**src/rtl/mm_stream_tx.sv**
```systemverilog
// Matrix-stream transmitter: holds operands A and B, streams them row-major into MM, then tracks MM busy.
// Optional busy-rise watchdog (adds port err and parameter TIMEOUT) enabled by defining MM_TX_TIMEOUT_EN.
module mm_stream_tx #(
  parameter int unsigned DATA_W     = 8,
  parameter int unsigned MAX_DIM    = 4,
  parameter int unsigned GAP_CYCLES = 2
`ifdef MM_TX_TIMEOUT_EN
  , parameter int unsigned TIMEOUT  = 256
`endif
) (
  input  logic              clk,
  input  logic              rst,
  input  logic              wr_en,
  input  logic              wr_sel,
  input  logic [1:0]        wr_row,
  input  logic [1:0]        wr_col,
  input  logic [DATA_W-1:0] wr_data,
  input  logic [1:0]        a_rows_m1,
  input  logic [1:0]        a_cols_m1,
  input  logic [1:0]        b_rows_m1,
  input  logic [1:0]        b_cols_m1,
  input  logic              start,
  input  logic              busy,
  output logic [DATA_W-1:0] in_data,
  output logic              row_end,
  output logic              col_end,
  output logic              ready,
  output logic              done
`ifdef MM_TX_TIMEOUT_EN
  , output logic            err
`endif
);

  localparam int unsigned GAP_W = (GAP_CYCLES < 2) ? 1 : $clog2(GAP_CYCLES + 1);
`ifdef MM_TX_TIMEOUT_EN
  localparam int unsigned TMO_W = (TIMEOUT < 2) ? 1 : $clog2(TIMEOUT + 1);
`endif

  typedef enum logic [2:0] {
    S_IDLE, S_SEND_A, S_SEND_B, S_WAIT_BUSY, S_WAIT_DONE, S_GAP
  } state_t;

  state_t              state_q, state_d;
  logic [1:0]          r_q, r_d, c_q, c_d;
  logic [1:0]          a_rows_q, a_rows_d, a_cols_q, a_cols_d;
  logic [1:0]          b_rows_q, b_rows_d, b_cols_q, b_cols_d;
  logic [GAP_W-1:0]    gap_q, gap_d;
  logic [DATA_W-1:0]   in_data_d;
  logic                row_end_d, col_end_d, ready_d, done_d;
`ifdef MM_TX_TIMEOUT_EN
  logic [TMO_W-1:0]    tmo_q, tmo_d;
  logic                err_d;
`endif

  // Element selected for the output register on the next edge
  logic                emit, emit_sel;
  logic [1:0]          emit_r, emit_c, emit_rows, emit_cols;
  logic [1:0]          cur_rows, cur_cols, nxt_r, nxt_c;
  logic                last_col, last_elem;

  logic [DATA_W-1:0]   mem [2][MAX_DIM][MAX_DIM];

  // Operand store; host writes only land while idle
  always_ff @(posedge clk) begin
    if (wr_en && ready) mem[wr_sel][wr_row][wr_col] <= wr_data;
  end

  // State and output registers
  always_ff @(posedge clk or negedge rst) begin
    if (!rst) begin
      state_q  <= S_IDLE;
      r_q      <= '0;
      c_q      <= '0;
      a_rows_q <= '0;
      a_cols_q <= '0;
      b_rows_q <= '0;
      b_cols_q <= '0;
      gap_q    <= '0;
      in_data  <= '0;
      row_end  <= 1'b0;
      col_end  <= 1'b0;
      ready    <= 1'b1;
      done     <= 1'b0;
`ifdef MM_TX_TIMEOUT_EN
      tmo_q    <= '0;
      err      <= 1'b0;
`endif
    end else begin
      state_q  <= state_d;
      r_q      <= r_d;
      c_q      <= c_d;
      a_rows_q <= a_rows_d;
      a_cols_q <= a_cols_d;
      b_rows_q <= b_rows_d;
      b_cols_q <= b_cols_d;
      gap_q    <= gap_d;
      in_data  <= in_data_d;
      row_end  <= row_end_d;
      col_end  <= col_end_d;
      ready    <= ready_d;
      done     <= done_d;
`ifdef MM_TX_TIMEOUT_EN
      tmo_q    <= tmo_d;
      err      <= err_d;
`endif
    end
  end

  // Next-state and next-output logic; (r_q, c_q) is the element currently on in_data
  always_comb begin
    state_d   = state_q;
    a_rows_d  = a_rows_q;
    a_cols_d  = a_cols_q;
    b_rows_d  = b_rows_q;
    b_cols_d  = b_cols_q;
    gap_d     = gap_q;
    done_d    = 1'b0;
    emit      = 1'b0;
    emit_sel  = 1'b0;
    emit_r    = '0;
    emit_c    = '0;
    emit_rows = '0;
    emit_cols = '0;
`ifdef MM_TX_TIMEOUT_EN
    tmo_d     = tmo_q;
    err_d     = 1'b0;
`endif

    cur_rows  = (state_q == S_SEND_B) ? b_rows_q : a_rows_q;
    cur_cols  = (state_q == S_SEND_B) ? b_cols_q : a_cols_q;
    last_col  = (c_q == cur_cols);
    last_elem = last_col && (r_q == cur_rows);
    nxt_r     = last_col ? (r_q + 2'd1) : r_q;
    nxt_c     = last_col ? 2'd0 : (c_q + 2'd1);

    case (state_q)
      S_IDLE: begin
        if (start) begin
          a_rows_d  = a_rows_m1;
          a_cols_d  = a_cols_m1;
          b_rows_d  = b_rows_m1;
          b_cols_d  = b_cols_m1;
          state_d   = S_SEND_A;
          emit      = 1'b1;
          emit_rows = a_rows_m1;
          emit_cols = a_cols_m1;
        end
      end
      S_SEND_A: begin
        emit = 1'b1;
        if (last_elem) begin
          state_d   = S_SEND_B;
          emit_sel  = 1'b1;
          emit_rows = b_rows_q;
          emit_cols = b_cols_q;
        end else begin
          emit_r    = nxt_r;
          emit_c    = nxt_c;
          emit_rows = a_rows_q;
          emit_cols = a_cols_q;
        end
      end
      S_SEND_B: begin
        if (last_elem) begin
          state_d = S_WAIT_BUSY;
`ifdef MM_TX_TIMEOUT_EN
          tmo_d   = '0;
`endif
        end else begin
          emit      = 1'b1;
          emit_sel  = 1'b1;
          emit_r    = nxt_r;
          emit_c    = nxt_c;
          emit_rows = b_rows_q;
          emit_cols = b_cols_q;
        end
      end
      S_WAIT_BUSY: begin
        if (busy) begin
          state_d = S_WAIT_DONE;
        end else begin
`ifdef MM_TX_TIMEOUT_EN
          if (tmo_q == TMO_W'(TIMEOUT - 1)) begin
            err_d   = 1'b1;
            state_d = S_IDLE;
          end else begin
            tmo_d   = tmo_q + TMO_W'(1);
          end
`endif
        end
      end
      S_WAIT_DONE: begin
        // Entered only after busy was seen high, so low here is the falling edge
        if (!busy) begin
          done_d  = 1'b1;
          gap_d   = '0;
          state_d = S_GAP;
        end
      end
      S_GAP: begin
        if ((32'(gap_q) + 32'd1) >= GAP_CYCLES) state_d = S_IDLE;
        else gap_d = gap_q + GAP_W'(1);
      end
      default: state_d = S_IDLE;
    endcase

    r_d       = emit_r;
    c_d       = emit_c;
    in_data_d = emit ? mem[emit_sel][emit_r][emit_c] : '0;
    col_end_d = emit && (emit_c == emit_cols);
    row_end_d = col_end_d && (emit_r == emit_rows);
    ready_d   = (state_d == S_IDLE);
  end

endmodule

```
**config.mk**
```make
export PLATFORM = sky130hd
export DESIGN_NAME = mm_stream_tx
export DESIGN_NICKNAME = d
export VERILOG_FILES = /design/src/rtl/mm_stream_tx.sv
export SDC_FILE = /design/constraint.sdc
export NUM_CORES = 1
export LEC_CHECK = 0
export BUFFER_PORTS_ARGS = -buffer_cell sky130_fd_sc_hd__buf_2
export CAP_MARGIN = 10
export CORE_MARGIN = 10
export CORE_UTILIZATION = 50
export CTS_CLUSTER_SIZE = 30
export DETAILED_ROUTE_END_ITERATION = 10
export PLACE_DENSITY = 0.75
export SYNTH_ARGS = -nofsm -noshare
export SYNTH_HDL_FRONTEND = slang
export SYNTH_SLANG_ARGS = --single-unit
```
**constraint.sdc**
```tcl
create_clock -name clk -period 9.7 [get_ports clk]
set_input_delay 0 -clock clk [delete_from_list [all_inputs] [get_ports clk]]
set_output_delay 0 -clock clk [all_outputs]
set_load 0.05 [all_outputs]
```
==> results of run 1 <==
## report_power, final
part | internal [mW] | switching [mW]
logic | 0.541 | 1.07
clock network | 0.589 | 0.446
registers | 1.41 | 0.0646
total | 2.54 | 1.58
## area by class of cell
class	count	area, um^2	area share (%)
flip-flops and latches	285	8410	62.2
multi-input cells	538	3420	25.3
clock buffers	32	694	5.13
well taps	319	399	2.95
repair buffers	58	390	2.89
clock inverters	17	158	1.17
inverters	12	45.0	0.333
diodes	1	2.50	0.0185
## logic make-up after synthesis
kind of cell	count (synthesis)	synth area share, %
xor gates and xnor gates	10	0.784
muxes	42	3.76
AOI/OAI and AO/OA	216	12.8
DFF	285	69.3
adders and majority gates	1	0.103
buffers and inverters	69	2.58
and+or+nand+nor	269	10.6
## cells in the final DEF, fill, tap and decap left out, types with 3 or more instances in the layout
cell type / instances
a31oi_1: 3
nor3_1: 17
o41ai_1: 8
o22ai_1: 47
o221ai_1: 15
nand3_1: 20
a222oi_1: 4
a21oi_1: 9
nand4_1: 3
and3_1: 11
dfrtp_1: 28
xnor2_1: 5
dlygate4sd3_1: 11
and2_1: 3
a2111o_1: 7
nand2_1: 36
clkbuf_1: 5
a211oi_1: 33
o32ai_1: 7
o21ai_0: 38
nand3b_1: 3
clkinv_2: 5
a22oi_1: 17
edfxtp_1: 256
buf_4: 9
mux2i_1: 24
xor2_1: 4
clkinv_1: 8
or3_1: 39
nor2_1: 120
bufinv_16: 3
clkbuf_16: 27
inv_1: 11
mux2_2: 16
buf_2: 37
## cells in the mapped netlist (15+ instances only)
cell type	number	area, um^2
o21ai_0	39	195
nand2_1	36	135
a22oi_1	17	128
a211oi_1	33	248
or3_1	39	244
mux2_2	16	180
o22ai_1	47	294
o221ai_1	15	131
clkbuf_1	35	131
buf_2	15	75.1
mux2i_1	24	240
dfrtp_1	28	701
nor2_1	120	450
nor3_1	17	85.1
edfxtp_1	256	7690
nand3_1	20	100
## metrics by stage
stage               hold slack [ps]  power, mW  cell area (um^2)
finish                         40.2       4.12             13500
global route                   59.7       4.31             13500
CTS                            48.6       4.08             13500
detailed placement             78.7       3.05             12500
global placement               83.9       3.01             12500
floorplan                      -296       2.62             12100
## per-layer routing
| metal | share of wire (%) | routed length (um) |
|---|---|---|
| met4 | 3.1 | 969 |
| met1 | 41 | 12700 |
| met5 | 0.042 | 13 |
| met3 | 9.2 | 2860 |
| met2 | 47 | 14600 |
## state kept, by name, indices dropped and copies added, names as in the netlist, 2 cells and up
name,flops
b_rows_q,2
a_rows_q,2
b_cols_q,2
in_data,8
a_cols_q,2
gap_q,2
mem,256
r_q,2
c_q,2
state_q,3
## timing repair
| action | CTS | global route |
|---|---|---|
| hold buffers | 11 | 0 |
| setup buffers | 0 | 0 |
| hold endpoints to repair | 46 | 0 |
## final timing paths
| path | start | endpoint |
|---|---|---|
| worst max-delay path | state_q[1]$_DFF_PN0_ | in_data[7]$_DFF_PN0_ |
| worst max register to register | state_q[1]$_DFF_PN0_ | in_data[7]$_DFF_PN0_ |
| max in group asynchronous | rst | r_q[1]$_DFF_PN0_ |
| min in group clk | wr_data[5] | mem[0][117]$_DFFE_PP_ |
| worst min-delay path | rst | gap_q[0]$_DFFE_PN0P_ |
| worst min register to register | a_cols_q[1]$_DFFE_PN0P_ | a_cols_q[1]$_DFFE_PN0P_ |
## critical path, cell delays in order, from the launching register on
cell and delay, ps:
dfrtp_1 510, or3b_4 410, buf_4 370, mux2i_4 330
xnor2_1 850, o21ai_0 270, a31o_2 530, inv_1 720
a211oi_1 120, a22oi_1 270, o22ai_1 210, or3_1 390
==> impl_metrics.json, run 1 <==
{
  "antenna_found_initial": 2,
  "vias": 8121,
  "row_count": 56,
  "core_area_um2": 23700,
  "period_share_pct": 53.0,
  "grt_max_degree": 75,
  "drv_cap": 0,
  "port_buffers": 37,
  "synth_cell_types": 70,
  "routed_wl_mm": 31.1,
  "fillers": 1889,
  "drt_pre_antenna_iters": 6,
  "final_core_util_pct": 57.1,
  "cp.required_ps": 10110,
  "ir_worst_vdd_mv": 0.250,
  "synth_area_per_cell_um2": 13.6,
  "die_y_um": 176,
  "yosysWarnings": 0,
  "grt_pass1_vias": 8019,
  "numCtsBuffers": 27,
  "place_inst": 1200,
  "syn_to_final_growth_pct": 11.5,
  "vias_per_cell": 6.44,
  "drive_above_1_share_pct": 12.7,
  "leakagePower_nw": 4.56,
  "wl_per_cell_um": 24.7,
  "die_x_um": 176,
  "grt_first_pass_wirelength_mm": 48.0,
  "power_density_nw_per_um2": 305,
  "grt_use_met1_pct": 27.9,
  "syn_area_um2": 12100,
  "layout.nets": 949,
  "path_clk_slew_ps": 60,
  "num_io_pins": 38,
  "critPathMaxFanout": 74,
  "critPathCaptureType": "register",
  "drtIter0Drc": 1077,
  "hold_violations": 0,
  "finalSetupViolations": 0,
  "fin_crit_ps": 5140,
  "r2r_cells": 11,
  "slew_headroom_pct": 22.6,
  "synth_flop_cell": "edfxtp_1",
  "rsz0062_at_grt": "false",
  "fin_worst_skew_ps": 13.2,
  "yosysSeqAreaShare_pct": 69.3,
  "cts.sinks": 285,
  "met2_usage_pct": 30.4,
  "crit_type": "reg2reg",
  "ys_async_sr_fraction_pct": 10.2,
  "cts_max_path_buffers": 3,
  "synth_nets": 919,
  "cts_tree": "done",
  "synthCells": 892,
  "setup_tns_ps": 0,
  "slew_violations": 0,
  "cts_resized": 0,
  "fp.dieArea_um2": 30900,
  "hold_class": "in2async",
  "dpl.hpwl_mm": 18.9,
  "arrival_ps": 5550,
  "finalNonFillerCells": 1262,
  "antenna_left": 0,
  "max_clock_freq_mhz": 195,
  "track_usage_pct": 19.8,
  "clk_latency_ps": 540,
  "synth_edf_count": 256,
  "cts.htree.levels": 1,
  "crit_path_start_kind": "register",
  "place_ws_ps": 4640,
  "status": "finished, final reports clean",
  "remaining_drc_errors": 0,
  "final.setup.worst_slack_ps": 4560,
  "routabilityCongestion": 0.907,
  "use_met3_pct": 3.35,
  "initial_utilization_pct": 51.2,
  "overflow": 0,
  "r2r_setup_slack_ps": 4560,
  "grt-busiest-layer": "met2",
  "cts_root_buf": "clkbuf_16",
  "synth-seq-cells": 285,
  "tightest_slew_ps": 1160
}
(Power assumes the default switching activity.)
==> inputs of run 2 (changes only) <==
--- a/config.mk
+++ b/config.mk
@@ -11,7 +11,7 @@
 export CORE_UTILIZATION = 50
 export CTS_CLUSTER_SIZE = 30
 export DETAILED_ROUTE_END_ITERATION = 10
-export PLACE_DENSITY = 0.75
+export PLACE_DENSITY = 0.78
 export SYNTH_ARGS = -nofsm -noshare
 export SYNTH_HDL_FRONTEND = slang
 export SYNTH_SLANG_ARGS = --single-unit
==> constraint.sdc (replaced) <==
create_clock -name clk -period 4.6 [get_ports clk]
set_input_delay 0 -clock clk [delete_from_list [all_inputs] [get_ports clk]]
set_output_delay 0 -clock clk [all_outputs]
set_load 0.05 [all_outputs]
==> impl_metrics.json, run 2 (synthesis gave the netlist of run 1 again) <==
{
  "critPathMaxFanout": 24,
  "slew_violations": 0,
  "die_y_um": 176,
  "drv_cap": 0,
  "cp.required_ps": 5020,
  "final_common_cell": "edfxtp_1",
  "syn_to_final_growth_pct": 12.7,
  "power_density_nw_per_um2": 646,
  "cts_tree": "done",
  "drt_pre_antenna_iters": 5,
  "reg_top3": "mem: 256 flops, in_data: 8 flops, state_q: 3 flops",
  "path_clk_slew_ps": 60,
  "crit_path_start_kind": "register",
  "routabilityCongestion": 0.902,
  "tightest_slew_ps": 1170,
  "port_buffers": 37,
  "leakagePower_nw": 4.64,
  "layout.nets": 962,
  "cts_setup_buffers": 0,
  "grt_max_degree": 43,
  "max_clock_freq_mhz": 238,
  "wl_per_cell_um": 24.1,
  "num_io_pins": 38,
  "drive_above_1_share_pct": 14.0,
  "fin_crit_ps": 4190,
  "finalSetupViolations": 0,
  "remaining_drc_errors": 0,
  "switchingPower_mw": 3.33,
  "slew_headroom_pct": 21.7,
  "final_cell_mix": "edfxtp_1 (256), nor2_1 (120), o22ai_1 (47)",
  "grt_pass1_vias": 8021,
  "ir_worst_vdd_mv": 0.350,
  "status": "finished, final reports clean",
  "dpl.hpwl_mm": 19.3,
  "fp.dieArea_um2": 30900,
  "vias": 8171,
  "hold-worst-slack_ps": 45.9,
  "cts_root_buf": "clkbuf_16",
  "initial_utilization_pct": 51.2,
  "hold_violations": 0,
  "clockPowerShare_pct": 26.1,
  "drtIter0Drc": 1248,
  "antenna_found_initial": 2,
  "cts.htree.levels": 1,
  "die_x_um": 176,
  "grt_first_pass_wirelength_mm": 47.1,
  "arrival_ps": 4610,
  "setup_tns_ps": 0,
  "routed_wl_mm": 30.8,
  "period_share_pct": 91.2,
  "numCtsBuffers": 29,
  "antenna_left": 0,
  "pwr-share-comb_pct": 38.9,
  "hold_class": "in2async",
  "pwr-share-seq_pct": 35.0,
  "core_area_um2": 23700,
  "largest_register": "mem",
  "fin_worst_skew_ps": 15.3,
  "netSwitchingFraction_pct": 37.7,
  "vias_per_cell": 6.39,
  "crit_type": "reg2reg",
  "critPathCaptureType": "register",
  "p_int_mw": 5.51,
  "row_count": 56,
  "overflow": 0,
  "clk_latency_ps": 550,
  "rsz0062_at_grt": "false",
  "largest_reg_flops": 256,
  "track_usage_pct": 19.4,
  "cts.sinks": 285,
  "cts_max_path_buffers": 3
}
-- run 2: changes by cell type in the layout (fill, tap and decap cells not counted), sizes merged --
cell and delta:
clkbuf +4, diode +1, buf +10, clkinv +1, dlygate4sd3 +1
-- run 2: final cells by class --
cell class / count / area (um^2)
inverters: 12 / 45.0
repair buffers: 69 / 455
flip-flops and latches: 285 / 8410
clock buffers: 36 / 772
fillers: 1860 / 10000
clock inverters: 18 / 161
well taps: 319 / 399
diodes: 2 / 5.00
multi-input cells: 538 / 3420
-- run 2: repair_timing --
action / in CTS / in global routing
hold endpoints to repair: 62 / 0
gates resized for setup: 0 / 0
hold buffers: 12 / 0
-- run 2: worst paths after layout --
kind,from,end,slack [ps],cells past startpoint
setup reg to reg,state_q[1]$_DFF_PN0_,in_data[4]$_DFF_PN0_,410,10
setup / recovery,state_q[1]$_DFF_PN0_,in_data[4]$_DFF_PN0_,410,10
hold reg to reg,gap_q[1]$_DFFE_PN0P_,gap_q[1]$_DFFE_PN0P_,550,2
max in group asynchronous,rst,b_rows_q[1]$_DFFE_PN0P_,4070,2
min in group clk,wr_data[2],mem[0][98]$_DFFE_PP_,50,1
hold / removal,rst,in_data[0]$_DFF_PN0_,50,2
-- run 2: layer usage --
layer	routed length (um)	up-vias	global-route usage (%)
li1	-	3592	-
met1	12400	4012	26.3
met2	14000	499	30.2
met3	3550	68	5.00
met4	863	0	5.72
met5	0	-	0
-- run 2: worst max-delay path, cell delays in order, from the launching register on --
cell      delay, ps
dfrtp_1         500
nor3b_2         280
mux2i_1         160
xnor2_1         820
o21ai_0         230
a31o_2          310
inv_1           710
a211oi_1        110
a22oi_1         330
o22ai_1         240
or3_1           380
-- run 2: per-stage QoR --
stage / instance area, um^2 / cells / setup WS [ps] / power (mW) / utilization [%]
detailed placement: 12600 / 1211 / 519 / 6.49 / 53.3
floorplan: 12100 / 892 / 1370 / 5.52 / -
CTS: 13700 / 1277 / 480 / 8.80 / 57.7
global route: 13700 / 1277 / 129 / 9.24 / 57.7
finish: 13700 / 1279 / 406 / 8.84 / 57.8
global placement: 12600 / 1211 / 525 / 6.45 / 53.3
-- run 2: power groups by stage --
stage                     combinational [mW]  clock [mW]  sequential (mW)
after floorplan                         2.28           0             3.24
after global placement                  3.31           0             3.15
after detailed placement                3.35           0             3.15
after CTS                               3.38        2.32             3.09
after global routing                    3.70        2.43             3.11
final                                   3.44        2.30             3.10
